[config.mk]
export PLATFORM = sky130hd
export DESIGN_NAME = cobertura_ctrl
export DESIGN_NICKNAME = d
export VERILOG_FILES = /design/src/rtl/cobertura_pkg.sv /design/src/rtl/cobertura_debounce.sv /design/src/rtl/cobertura_ctrl.sv
export SDC_FILE = /design/constraint.sdc
export NUM_CORES = 1
export LEC_CHECK = 0
export CAP_MARGIN = 20
export CORE_ASPECT_RATIO = 0.75
export CORE_MARGIN = 3
export CORE_UTILIZATION = 50
export DETAILED_ROUTE_END_ITERATION = 8
export DONT_BUFFER_PORTS = 1
export PLACE_DENSITY_LB_ADDON = 0.25
export SLEW_MARGIN = 10
export SYNTH_ARGS = -nofsm -noshare
export SYNTH_HDL_FRONTEND = slang
export SYNTH_SLANG_ARGS = --single-unit
export TNS_END_PERCENT = 30
[constraint.sdc]
create_clock -name clk -period 2.35 [get_ports clk]
set_input_delay 0.1175 -clock clk [delete_from_list [all_inputs] [get_ports clk]]
set_output_delay 0.1175 -clock clk [all_outputs]
set_load 0.03 [all_outputs]
[src/rtl/cobertura_pkg.sv]
// Shared state encoding and parameter defaults for the retractable cover controller.
package cobertura_pkg;

  typedef enum logic [2:0] {
    STOP    = 3'd0,
    OPENING = 3'd1,
    CLOSING = 3'd2,
    REVERSE = 3'd3,
    FAULT   = 3'd4
  } state_t;

  localparam int DEB_CYCLES_DEF = 4;
  localparam int TIMEOUT_DEF    = 16;
  localparam int TW_DEF         = 5;

endpackage

[src/rtl/cobertura_debounce.sv]
// Single-bit debouncer: output follows input after DEB_CYCLES consecutive differing edges.
module cobertura_debounce
  import cobertura_pkg::*;
#(
  parameter int DEB_CYCLES = DEB_CYCLES_DEF
) (
  input  logic clk,
  input  logic rst_n,
  input  logic din,
  output logic dout
);

  localparam int CW = (DEB_CYCLES > 1) ? $clog2(DEB_CYCLES) : 1;

  logic [CW-1:0] r_cnt;
  logic          r_dout;

  // r_cnt holds the number of earlier consecutive edges that saw din differ
  always_ff @(posedge clk or negedge rst_n) begin
    if (!rst_n) begin
      r_cnt  <= '0;
      r_dout <= 1'b0;
    end else if (din == r_dout) begin
      r_cnt <= '0;
    end else if (r_cnt == CW'(DEB_CYCLES - 1)) begin
      r_dout <= din;
      r_cnt  <= '0;
    end else begin
      r_cnt <= r_cnt + 1'b1;
    end
  end

  assign dout = r_dout;

endmodule

[src/rtl/cobertura_ctrl.sv]
// Retractable cover controller: debounced light/rain demand, manual override,
// and one motor FSM per panel with limit switches, reversal dead-time and timeout fault.
module cobertura_ctrl
  import cobertura_pkg::*;
#(
  parameter int N_PANELS   = 2,
  parameter int DEB_CYCLES = DEB_CYCLES_DEF,
  parameter int TIMEOUT    = TIMEOUT_DEF,
  parameter int TW         = TW_DEF
) (
  input  logic                clk,
  input  logic                rst_n,
  input  logic                L,
  input  logic                U,
  input  logic [N_PANELS-1:0] Fd,
  input  logic [N_PANELS-1:0] Fe,
  input  logic                man_en,
  input  logic                man_open,
  input  logic                man_close,
  input  logic                fault_clr,
  output logic [N_PANELS-1:0] A,
  output logic [N_PANELS-1:0] F,
  output logic [N_PANELS-1:0] fault,
  output logic                busy
);

  logic w_ld;
  logic w_ud;
  logic w_close_req;
  logic w_open_req;
  logic w_hold;

  cobertura_debounce #(.DEB_CYCLES(DEB_CYCLES)) u_deb_l (
    .clk  (clk),
    .rst_n(rst_n),
    .din  (L),
    .dout (w_ld)
  );

  cobertura_debounce #(.DEB_CYCLES(DEB_CYCLES)) u_deb_u (
    .clk  (clk),
    .rst_n(rst_n),
    .din  (U),
    .dout (w_ud)
  );

  // Rain beats everything, manual beats light; hold only exists in manual mode
  always_comb begin
    w_close_req = 1'b0;
    w_open_req  = 1'b0;
    w_hold      = 1'b0;
    if (w_ud) begin
      w_close_req = 1'b1;
    end else if (man_en) begin
      w_close_req = man_close;
      w_open_req  = man_open & ~man_close;
      w_hold      = ~man_open & ~man_close;
    end else begin
      w_close_req = w_ld;
      w_open_req  = ~w_ld;
    end
  end

  for (genvar gi = 0; gi < N_PANELS; gi++) begin : g_panel
    state_t        r_state;
    state_t        w_state_next;
    logic [TW-1:0] r_timer;
    logic [TW-1:0] w_timer_next;
    logic          r_a;
    logic          r_f;
    logic          r_fault;

    always_comb begin
      w_state_next = r_state;
      w_timer_next = r_timer;
      if ((r_state != FAULT) && Fd[gi] && Fe[gi]) begin
        w_state_next = FAULT;
      end else begin
        case (r_state)
          STOP: begin
            if (w_close_req && !Fe[gi]) begin
              w_state_next = CLOSING;
              w_timer_next = '0;
            end else if (w_open_req && !Fd[gi]) begin
              w_state_next = OPENING;
              w_timer_next = '0;
            end
          end
          OPENING: begin
            if (Fd[gi])                             w_state_next = STOP;
            else if (w_close_req)                   w_state_next = REVERSE;
            else if (w_hold)                        w_state_next = STOP;
            else if (r_timer == TW'(TIMEOUT - 1))   w_state_next = FAULT;
            else if (r_timer != '1)                 w_timer_next = r_timer + 1'b1;
          end
          CLOSING: begin
            if (Fe[gi])                             w_state_next = STOP;
            else if (w_open_req)                    w_state_next = REVERSE;
            else if (w_hold)                        w_state_next = STOP;
            else if (r_timer == TW'(TIMEOUT - 1))   w_state_next = FAULT;
            else if (r_timer != '1)                 w_timer_next = r_timer + 1'b1;
          end
          REVERSE: w_state_next = STOP;
          FAULT:   if (fault_clr) w_state_next = STOP;
          default: w_state_next = STOP;
        endcase
      end
    end

    // Outputs are registered from the next state so they line up with r_state
    always_ff @(posedge clk or negedge rst_n) begin
      if (!rst_n) begin
        r_state <= STOP;
        r_timer <= '0;
        r_a     <= 1'b0;
        r_f     <= 1'b0;
        r_fault <= 1'b0;
      end else begin
        r_state <= w_state_next;
        r_timer <= w_timer_next;
        r_a     <= (w_state_next == OPENING);
        r_f     <= (w_state_next == CLOSING);
        r_fault <= (w_state_next == FAULT);
      end
    end

    assign A[gi]     = r_a;
    assign F[gi]     = r_f;
    assign fault[gi] = r_fault;
  end

  assign busy = |(A | F);

endmodule
# Word-level counts from Yosys, hierarchy flattened

Index checks and enable logic that the tools add are counted.

Register bits after elaboration: 28
Logic and storage cells: 133
Input bits: 12

Add/sub/neg operators: 4
Bitwise operators: 10
Equal/unequal tests: 32
Reduce and logical (&&, ||, !) cells: 21
Muxes and demuxes: 52

Operators with widths:

| kind                                          | number |
|---|---|
| 2-to-1 mux 5 bit                              | 18 |
| 2-to-1 mux 3 bit                              | 20 |
| one-hot mux 5 bit (3 select lines)            | 2 |
| one-hot mux 3 bit (4 select lines)            | 2 |
| inequality test 2 bit, second input constant  | 8 |
| AND reduction 7 bit                           | 2 |
| == test 3 x 1 -> 1 bit, second input constant | 4 |
| == test 3 x 2 -> 1 bit, second input constant | 4 |
| == test 3 bit, second input constant          | 4 |
| inequality test 3 bit, second input constant  | 4 |
| adder 5 x 1 -> 5 bit, second input constant   | 2 |
| == test 5 x 4 -> 1 bit, second input constant | 2 |
| inequality test 5 bit, second input constant  | 2 |
| logical AND 1 bit                             | 8 |
| 2-to-1 mux 2 bit                              | 4 |
| NOT 1 bit                                     | 7 |
| zero test 3 bit                               | 2 |
| 2-to-1 mux 1 bit                              | 6 |
| nonzero test 3 bit                            | 2 |
| adder 2 x 1 -> 2 bit, second input constant   | 2 |
| == test 2 bit, second input constant          | 2 |
| zero test 1 bit                               | 4 |
| AND reduction 2 bit                           | 2 |
| bitwise AND 1 bit                             | 2 |
| other kinds (3)                               | 4 |

# Longest topological paths before layout

Gate-level depths: netlist (run 1).

Depth in word-level cells: 10
Gate-level depth with buffers: 8
Depth with buffers taken out: 8

# By module

Synthesis (run 1) repeated with hierarchy kept, for this count alone.

Cell total of the unflattened synthesis: 177
Area, all modules: 1774.2 µm²

Modules (own cells, without submodules):

| module             | cells each | instances | area an instance (µm²) | sequential area each (µm²) |
|---|---|---|---|---|
| cobertura_ctrl     | 161        | 1         | 1526.5                 | 550.5 |
| cobertura_debounce | 8          | 2         | 123.9                  | 75.1 |

# Least setup slack after synthesis (run 1)

No wires, ideal clock.

Path type: reg-to-reg
Start: reg g_panel[1].r_timer[0]
End: reg g_panel[1].r_timer[2]
Path slack: 0.164 ns
Library setup time: 0.121 ns
Arrival: 2.065 ns
Clock period less this slack: 2.186 ns
Stages on the path, launching flop included: 9
Cell sequence: dfrtp_1 -> ha_1 -> and3_1 -> ha_1 -> nor2_1 -> a21oi_1 -> o31a_4 -> or3_1 -> a22o_1

Word-level cells in the longest chain between the ends: 7

RTL lines:

| what                                                                 | line                                        | text |
|---|---|---|
| start, declared                                                      | cobertura_ctrl.sv:67                        | `logic [TW-1:0] r_timer;` |
| start signal, assigned                                               | cobertura_ctrl.sv:120                       | `r_timer <= w_timer_next;` |
| adder 5 x 1 -> 5 bit / inequality test 5 bit (equally long branches) | cobertura_ctrl.sv:94, cobertura_ctrl.sv:101 |  |
| 2-to-1 mux 5 bit                                                     | cobertura_ctrl.sv:94, cobertura_ctrl.sv:101 |  |
| 2-to-1 mux 5 bit *                                                   | cobertura_ctrl.sv:93                        | `else if (r_timer == TW'(TIMEOUT - 1)) w_state_next = FAULT;` |
| 2-to-1 mux 5 bit *                                                   | cobertura_ctrl.sv:99                        | `else if (w_hold) w_state_next = STOP;` |
| 2-to-1 mux 5 bit, on equally long branches                           | cobertura_ctrl.sv:98, cobertura_ctrl.sv:91  |  |
| 2-to-1 mux 5 bit, on equally long branches                           | cobertura_ctrl.sv:97, cobertura_ctrl.sv:90  |  |
| one-hot mux 5 bit (3 select lines) *                                 | cobertura_ctrl.sv:79                        | `case (r_state)` |

Every way passes the cells marked *; elsewhere a longest branch is shown, timed or not. The select of a mux whose other input is x is not followed.
A chain may end at the register's enable or synchronous reset.

# Worst setup path in the final report (run 1)

Same ends and word-level chain as after synthesis.

==> impl_results.md, run 1 <==
* Gr usage total at 18.6%
* Cell Area, Synth at approximately 1800 µm²
* Cell with the most instances after synthesis: dfrtp_1
* Num CTS Buffers at 3
* Routed WL at ~3700 µm
* Relative slew slack at 60.3%
* Fmax at 441 MHz
* Status: finished clean
* Share of post-route cells with drive strength above 1 at between 15 and 20%
* Rows at 18
* CTS Sinks at 28
* Actual slew at the worst max-slew pin at 0.595 ns
* FF/Latch Area at around 700 µm²
* Top post-synthesis cells by area: dfrtp_1 38%, ha_1 5.5%, nor2b_1 4.5%
* Post-route setup TNS at 0 ns
* Combinational share of power at a little over two fifths
* Clock transition at the registers of the reported paths at roughly 0.1 ns
* H-tree levels at 1
* MaxCap Viol Count at 0
* Critical path, cell by cell: ha_2 > and3_1 > ha_2 > nor2_1 > a21oi_1 > o31a_4 > or3_1 > a22o_1
* Hold WC Path Type: input pin to flip-flop
* Die span in x at approximately 76 µm
* IO buf count at 0
* Root Driver: clkbuf_8
* VDD IR-drop max at approximately 0.55 mV
* Detailed Routing Iterations Pass 1 at 4
* Power share of the sequential group at 40.9%
* Min-Delay Startpoint: Fe[1]
* CTS Buffer Depth at 2
* Area of the multi-input gates at ~1000 µm²
* Core Util, Final at about three fifths
* Synth unique cells at 48
* Final Setup Violations at 0
* Starting Density at between 50% and 60%
* Fin crit share at 96.5%
* Gpl congestion at about 0.89
* Arr. time, crit path at 2.44 ns
* Post-CTS Setup Bufs at 0
* Total congestion overflow at 0
* Crit path capture type: flip-flop
* Synth Instances at 186
* Top FF cell, synth: dfrtp_1
* Drt initial violations at 207
* Worst Setup SP: g_panel[1].r_timer[0]$_DFFE_PN0P_
* Slew Viols, Final at 0
* Worst-skew pair later-pin latency at approximately 0.28 ns
* P_int at about 0.0013 W
* Largest net degree at the start of global routing at 29
* Critical path class: flip-flop to flip-flop
* Startpoint types: flip-flop
* Final net count at about 210
* Reg2reg start: g_panel[1].r_timer[0]$_DFFE_PN0P_
* Post-route DRC at 0
* Critical Path Fanout Max at 7
* Final hold violation count at 0
* Most used cell along the critical path: ha_2
* RSZ-0062 raised after global routing: true
* Critical-path top delay cell: dfrtp_1
* Post-synthesis sequential area ratio at approximately two fifths
* Slowest cell delay on critical path at between 0.4 and 0.5 ns
* Core area at 3380 µm²
* Pwr Density at around 1100 nW/µm²
* Min Tclk post-route at 2.27 ns
* Routed Antenna Nets at 0
* Register bit total from synthesis at 28
* WL per Instance at 16.4 µm
* Routed vias at around 1400
* Dominant cell type by area after synthesis: dfrtp_1
* Synth top area share at between 30% and 40%
* Die ar. at approximately 4400 µm²
* Vias per cell at around 6.2
* Syn nets at around 210
* Asr flop ratio synth at between 90% and 100%
* Clock power share at about 17%
* Leakage at a little over 0.8 nW
* Die Ht at ~58 µm
* Fillers at 303
* Cell Area, Placed at 1810 µm²
* Number of global-route vias before repair at ~1400
* Top cells by instance count after synthesis: 28 x dfrtp_1, 16 x nor2_1, 15 x o21ai_0, 13 x nor2b_1
* CTS tree: built
* Worst EP required at ~2.5 ns
* First-pass GRT wire length at between 6000 and 7000 µm
* Skew final at about 0.0074 ns
* Hpwl dp at around 2600 µm
* Antenna violations before repair at 0
* Sw Ratio at 42.1%
* P_sw at just over 0.0009 W
* Design area at roughly 2000 µm²
* Syn-to-layout area delta at 8.18%
* Hold Slack at 0.0333 ns
* Antenna diodes at 0
* # IOs at 19
* Avg Synthesized Cell Area at 9.79 µm²
* EDFF count, synth at 0
* Synth warn at 0
-- per-layer routing --
| metal | GRT usage (%) | wire [µm] | vias up |
|---|---|---|---|
| met5 | 0 | 0 | - |
| met4 | 7.48 | 74 | 0 |
| met3 | 4.85 | 230 | 7 |
| met2 | 26.4 | 1630 | 39 |
| met1 | 26.7 | 1790 | 668 |
| li1 | - | - | 690 |
-- worst max-delay path, delay by kind of cell (launching register included) --
family | cells | cell delay [ns]
AO/OA/AOI/OAI | 3 | 0.65
AND/OR/NAND/NOR | 3 | 0.69
flip-flops | 1 | 0.42
adder cells (fa/ha/maj) | 2 | 0.41
-- path summary, 6_finish.rpt --
kind                                                     endpoint  slack [ns]  cells past startpoint
worst max-delay path            g_panel[1].r_timer[2]$_DFFE_PN0P_        0.08                      8
max in group asynchronous       g_panel[1].r_timer[0]$_DFFE_PN0P_        1.93                      2
min in group asynchronous         g_panel[0].r_state[1]$_DFF_PN0_        0.26                      2
worst min-delay path              g_panel[1].r_state[2]$_DFF_PN0_        0.03                      2
worst max register to register  g_panel[1].r_timer[2]$_DFFE_PN0P_        0.08                      8
worst min register to register         u_deb_u.r_cnt[0]$_DFF_PN0_        0.44                      1
-- power by group through the flow --
stage | logic [W] | registers (W) | clock network (W)
final | 0.000903 | 0.000885 | 0.000377
after global routing | 0.00102 | 0.000915 | 0.000408
after CTS | 0.000890 | 0.000878 | 0.000389
after detailed placement | 0.000864 | 0.000887 | 0
after global placement | 0.000839 | 0.000879 | 0
after floorplan | 0.000903 | 0.000711 | 0
-- kinds of logic after synthesis --
kind of cell | synth area share (%)
xor gates and xnor gates | 0.962
muxes | 5.09
and+or+nand+nor | 21.2
buffers and inverters | 6.19
AOI/OAI and AO/OA | 22.6
DFF | 38.5
adders and majority gates | 5.50
-- metrics by stage --
| stage | setup slack (ns) | instances | total power, W |
|---|---|---|---|
| 3_5_place_dp | 0.0186 | 216 | 0.00175 |
| 3_3_place_gp | 0.110 | 216 | 0.00172 |
| 4_1_cts | 0.0391 | 225 | 0.00216 |
| 6_report | 0.0828 | 226 | 0.00217 |
| 5_1_grt | -0.0195 | 226 | 0.00235 |
| 2_1_floorplan | 0.164 | 186 | 0.00161 |
-- cell usage in the layout, fill, tap and decap left out, types with 3 or more instances in the layout --
master         instances
nor3b_1                5
nor2b_1               13
clkbuf_8               3
dlygate4sd3_1          5
nor2_1                16
nand3_1                4
a21oi_1                5
o41ai_1                6
a211oi_2               3
inv_1                  8
or3_1                  4
nor3_1                 6
o21ai_0               15
o21ai_1                3
ha_1                   6
dfrtp_1               28
buf_4                  3
a22o_1                 4
nand2_1                3
mux2_2                 5
-- layout make-up --
cell class              instances  share of cell area [%]
multi-input cells             137                    52.0
clock buffers                   3                    2.10
clock inverters                 1                    1.52
repair buffers                  9                    4.70
flip-flops and latches         28                    35.6
well taps                      40                    2.54
inverters                       8                    1.52
-- flip-flops by register name, indices dropped and copies added (netlist names) --
signal and flops:
u_deb_l.r_cnt 2, g_panel.r_fault 2, u_deb_u.dout 1, u_deb_u.r_cnt 2, g_panel.r_state 6, g_panel.r_f 2, g_panel.r_timer 10, g_panel.r_a 2
u_deb_l.dout 1
-- timing repair --
| item | 4_1_cts | 5_1_grt |
|---|---|---|
| resized for setup | 1 | 3 |
| endpoints found under the setup margin | 1 | 5 |
| hold buffers | 5 | 1 |
| hold endpoints to repair | 31 | 1 |
Power figures use the tool's default switching activity.
==> inputs of run 2 (changes only) <==
==> constraint.sdc (replaced) <==
create_clock -name clk -period 2.6 [get_ports clk]
set_input_delay 0.13 -clock clk [delete_from_list [all_inputs] [get_ports clk]]
set_output_delay 0.13 -clock clk [all_outputs]
set_load 0.03 [all_outputs]
==> run 2 against run 1 <==
Effect of this change:
- combinational power shrank 14%
- clock skew shrank 0.0048 ns
- maximum frequency shrank 4.1%
- global-route usage grew 0.062 points
- register-to-register slack gained 0.15 ns
- critical endpoint unchanged
==> impl_results.md, run 2 (synthesis gave the netlist of run 1 again) <==
* Status: finished clean
* Gr busiest metal: met2
* Vias per cell at 6.23 (+0.26%)
* CP Capture Point: g_panel[1].r_timer[2]$_DFFE_PN0P_
* Total congestion overflow at 0 (unchanged)
* Largest register FFs at 10 (unchanged)
* Slowest cell delay on critical path at 0.42 ns (about the same)
* Fmax at 423 MHz (-4.1%)
* Most used cell along the critical path: ha_1
* WL per Instance at 16.1 µm (-2.0%)
* Routed vias at 1389 (-1.1%)
* CTS Buffer Depth at 2 (unchanged)
* Power share of the sequential group at 41.8% (+0.9 points)
* Reg2reg start: g_panel[1].r_timer[0]$_DFFE_PN0P_
* Relative slew slack at 64.1% (+3.8 points)
* First-pass GRT wire length at 6310 µm (+0.88%)
* Fin crit share at 90.9% (-5.6 points)
* Root Driver: clkbuf_8
* Final Setup Violations at 0 (unchanged)
* Slew Viols, Final at 0 (unchanged)
* RSZ-0062 raised after global routing: false
* Min Tclk post-route at 2.36 ns (+0.0968 ns)
* Pwr Density at 999 nW/µm² (-9.1%)
* Antenna violations before repair at 0 (unchanged)
* Rows at 18 (unchanged)
* Clock transition at the registers of the reported paths at 0.09 ns (about the same)
* Biggest regs: g_panel.r_timer x10, g_panel.r_state x6
* GR Util met1 at 25.8% (-0.96 points)
* Antenna diodes at 0 (unchanged)
* Worst Setup SP: g_panel[1].r_timer[0]$_DFFE_PN0P_
* # IOs at 19 (unchanged)
* Critical path class: flip-flop to flip-flop
* Most common cell after layout, fill and taps aside: dfrtp_1
* Placed cells at 215 (-0.46%)
* Core area at 3380 µm² (unchanged)
* Drt initial violations at 135 (-35%)
* Worst r2r dst: g_panel[1].r_timer[2]$_DFFE_PN0P_
* P_sw at 0.000812 W (-11%)
* Skew final at 0.00264 ns (-0.00476 ns)
* Num CTS Buffers at 3 (unchanged)
* Number of global-route vias before repair at 1358 (-0.95%)
* Leakage at 0.812 nW (-1.5%)
* Share of post-route cells with drive strength above 1 at 14.2% (-2.5 points)
* Hpwl dp at 2700 µm (+1.9%)
* Crit path capture type: flip-flop
* H-tree levels at 1 (unchanged)
* Post-route DRC at 0 (unchanged)
* Largest reg by FF count: g_panel.r_timer
* Routed WL at 3600 µm (-3.3%)
* Die Ht at 58.3 µm (unchanged)
* Gr usage total at 18.7% (+0.062 points)
* Design area at 1920 µm² (-2.3%)
* VDD IR-drop max at 0.453 mV (-18%)
* Largest net degree at the start of global routing at 29 (unchanged)
* WP depth at 8 (unchanged)
* CTS tree: built
* Arr. time, crit path at 2.53 ns (+0.09 ns)
* IO buf count at 0 (unchanged)
* Hold WC Path Type: input pin to flip-flop
* P_int at 0.00111 W (-11%)
* Critical Path Fanout Max at 7 (unchanged)
* Finished Layout Cells at 223 (-1.3%)
* Starting Density at 53.9% (unchanged)
* CTS Sinks at 28 (unchanged)
* Met2 usage at 28.7% (+2.2 points)
* Total power at 0.00192 W (-11%)
* Min-Delay Startpoint: fault_clr
* Grt met3 use at 6.24% (+1.4 points)
* Actual slew at the worst max-slew pin at 0.538 ns (-0.0570 ns)
* Worst-skew pair later-pin latency at 0.28 ns (about the same)
* Sw Ratio at 42.2% (+0.13 points)
* Clock power share at 17.8% (+0.4 points)
* Gpl congestion at 0.883 (-0.95%)
* Post-route setup TNS at 0 ns (unchanged)
* Final net count at 204 (-1.4%)
* Routed Antenna Nets at 0 (unchanged)
* Combinational share of power at 40.4% (-1.3 points)
* Critical path, cell by cell: ha_1 > and3_1 > ha_1 > nor2_1 > a21oi_1 > o31a_4 > or3_1 > a22o_1
* Post-CTS Setup Bufs at 0 (unchanged)
* Crit path buf inv count at 0 (unchanged)
* Syn-to-layout area delta at 5.70%
* Number of hold buffers added after CTS at 4 (-1)
* Delay-heaviest family, CP: simple AND/OR/NAND/NOR gates
* Most frequent cells in the layout: 28 x dfrtp_1, 16 x nor2_1, 15 x o21ai_0
* Die ar. at 4410 µm² (unchanged)
* Worst EP required at 2.77 ns (+0.24 ns)
* Post-CTS Resized at 0 (-1)
* Die span in x at 75.7 µm (unchanged)
* Critical-path top delay cell: dfrtp_1
* R2R setup slack at 0.24 ns (+0.15 ns)
* Fillers at 304 (+0.33%)
* Startpoint types: flip-flop
* Cell Area, Placed at 1800 µm² (-0.41%)
* Reg2reg path depth at 8 (unchanged)
* Detailed Routing Iterations Pass 1 at 4 (unchanged)
* MaxCap Viol Count at 0 (unchanged)
* Final hold violation count at 0 (unchanged)
-- run 2: power groups by stage --
| stage | logic [W] | clock network [W] | registers (W) |
|---|---|---|---|
| 2_1_floorplan | 0.000816 | 0 | 0.000643 |
| 3_3_place_gp | 0.000729 | 0 | 0.000805 |
| 3_5_place_dp | 0.000756 | 0 | 0.000810 |
| 4_1_cts | 0.000777 | 0.000356 | 0.000800 |
| 5_1_grt | 0.000886 | 0.000372 | 0.000839 |
| 6_report | 0.000776 | 0.000343 | 0.000804 |
-- run 2: routing by layer --
metal,vias to the layer above,part of all wire [%],wire (µm)
met5,-,0,0
met4,0,0.86,31
met3,4,6.8,243
met2,31,44,1570
met1,667,49,1750
li1,687,-,-
-- run 2: worst reg2reg max path: cells and delay by family (launching register included) --
family / cells / cell delay, ns
AND/OR/NAND/NOR: 3 / 0.72
AO/OA/AOI/OAI: 3 / 0.66
adder cells (fa/ha/maj): 2 / 0.47
flip-flops: 1 / 0.42
-- run 2: per-stage QoR --
stage	worst slack (ns)	hold WS, ns	util (%)
after detailed placement	0.262	-0.165	53.4
after floorplan	0.414	-0.166	-
after CTS	0.247	0.00583	57.0
final	0.236	0.00908	57.0
after global placement	0.330	-0.165	53.4
after global routing	0.0860	0.00573	57.0
-- run 2: worst min-delay path by stage --
stage,to,slack (ns),depth (start not counted)
floorplan,g_panel[0].r_a$_DFF_PN0_,-0.17,0
global placement,g_panel[0].r_state[1]$_DFF_PN0_,-0.16,0
detailed placement,g_panel[0].r_state[1]$_DFF_PN0_,-0.16,0
CTS,g_panel[1].r_state[2]$_DFF_PN0_,0.006,1
global route,g_panel[1].r_fault$_DFF_PN0_,0.006,1
finish,g_panel[1].r_state[2]$_DFF_PN0_,0.009,1
-- run 2: cell type report --
type                    instances  area, µm²  share of cell area [%]
inverters                       8       30.0                    1.56
well taps                      40       50.0                    2.60
clock inverters                 1       30.0                    1.56
repair buffers                  6       65.1                    3.38
clock buffers                   3       41.3                    2.15
flip-flops and latches         28        701                    36.4
multi-input cells             137       1010                    52.3
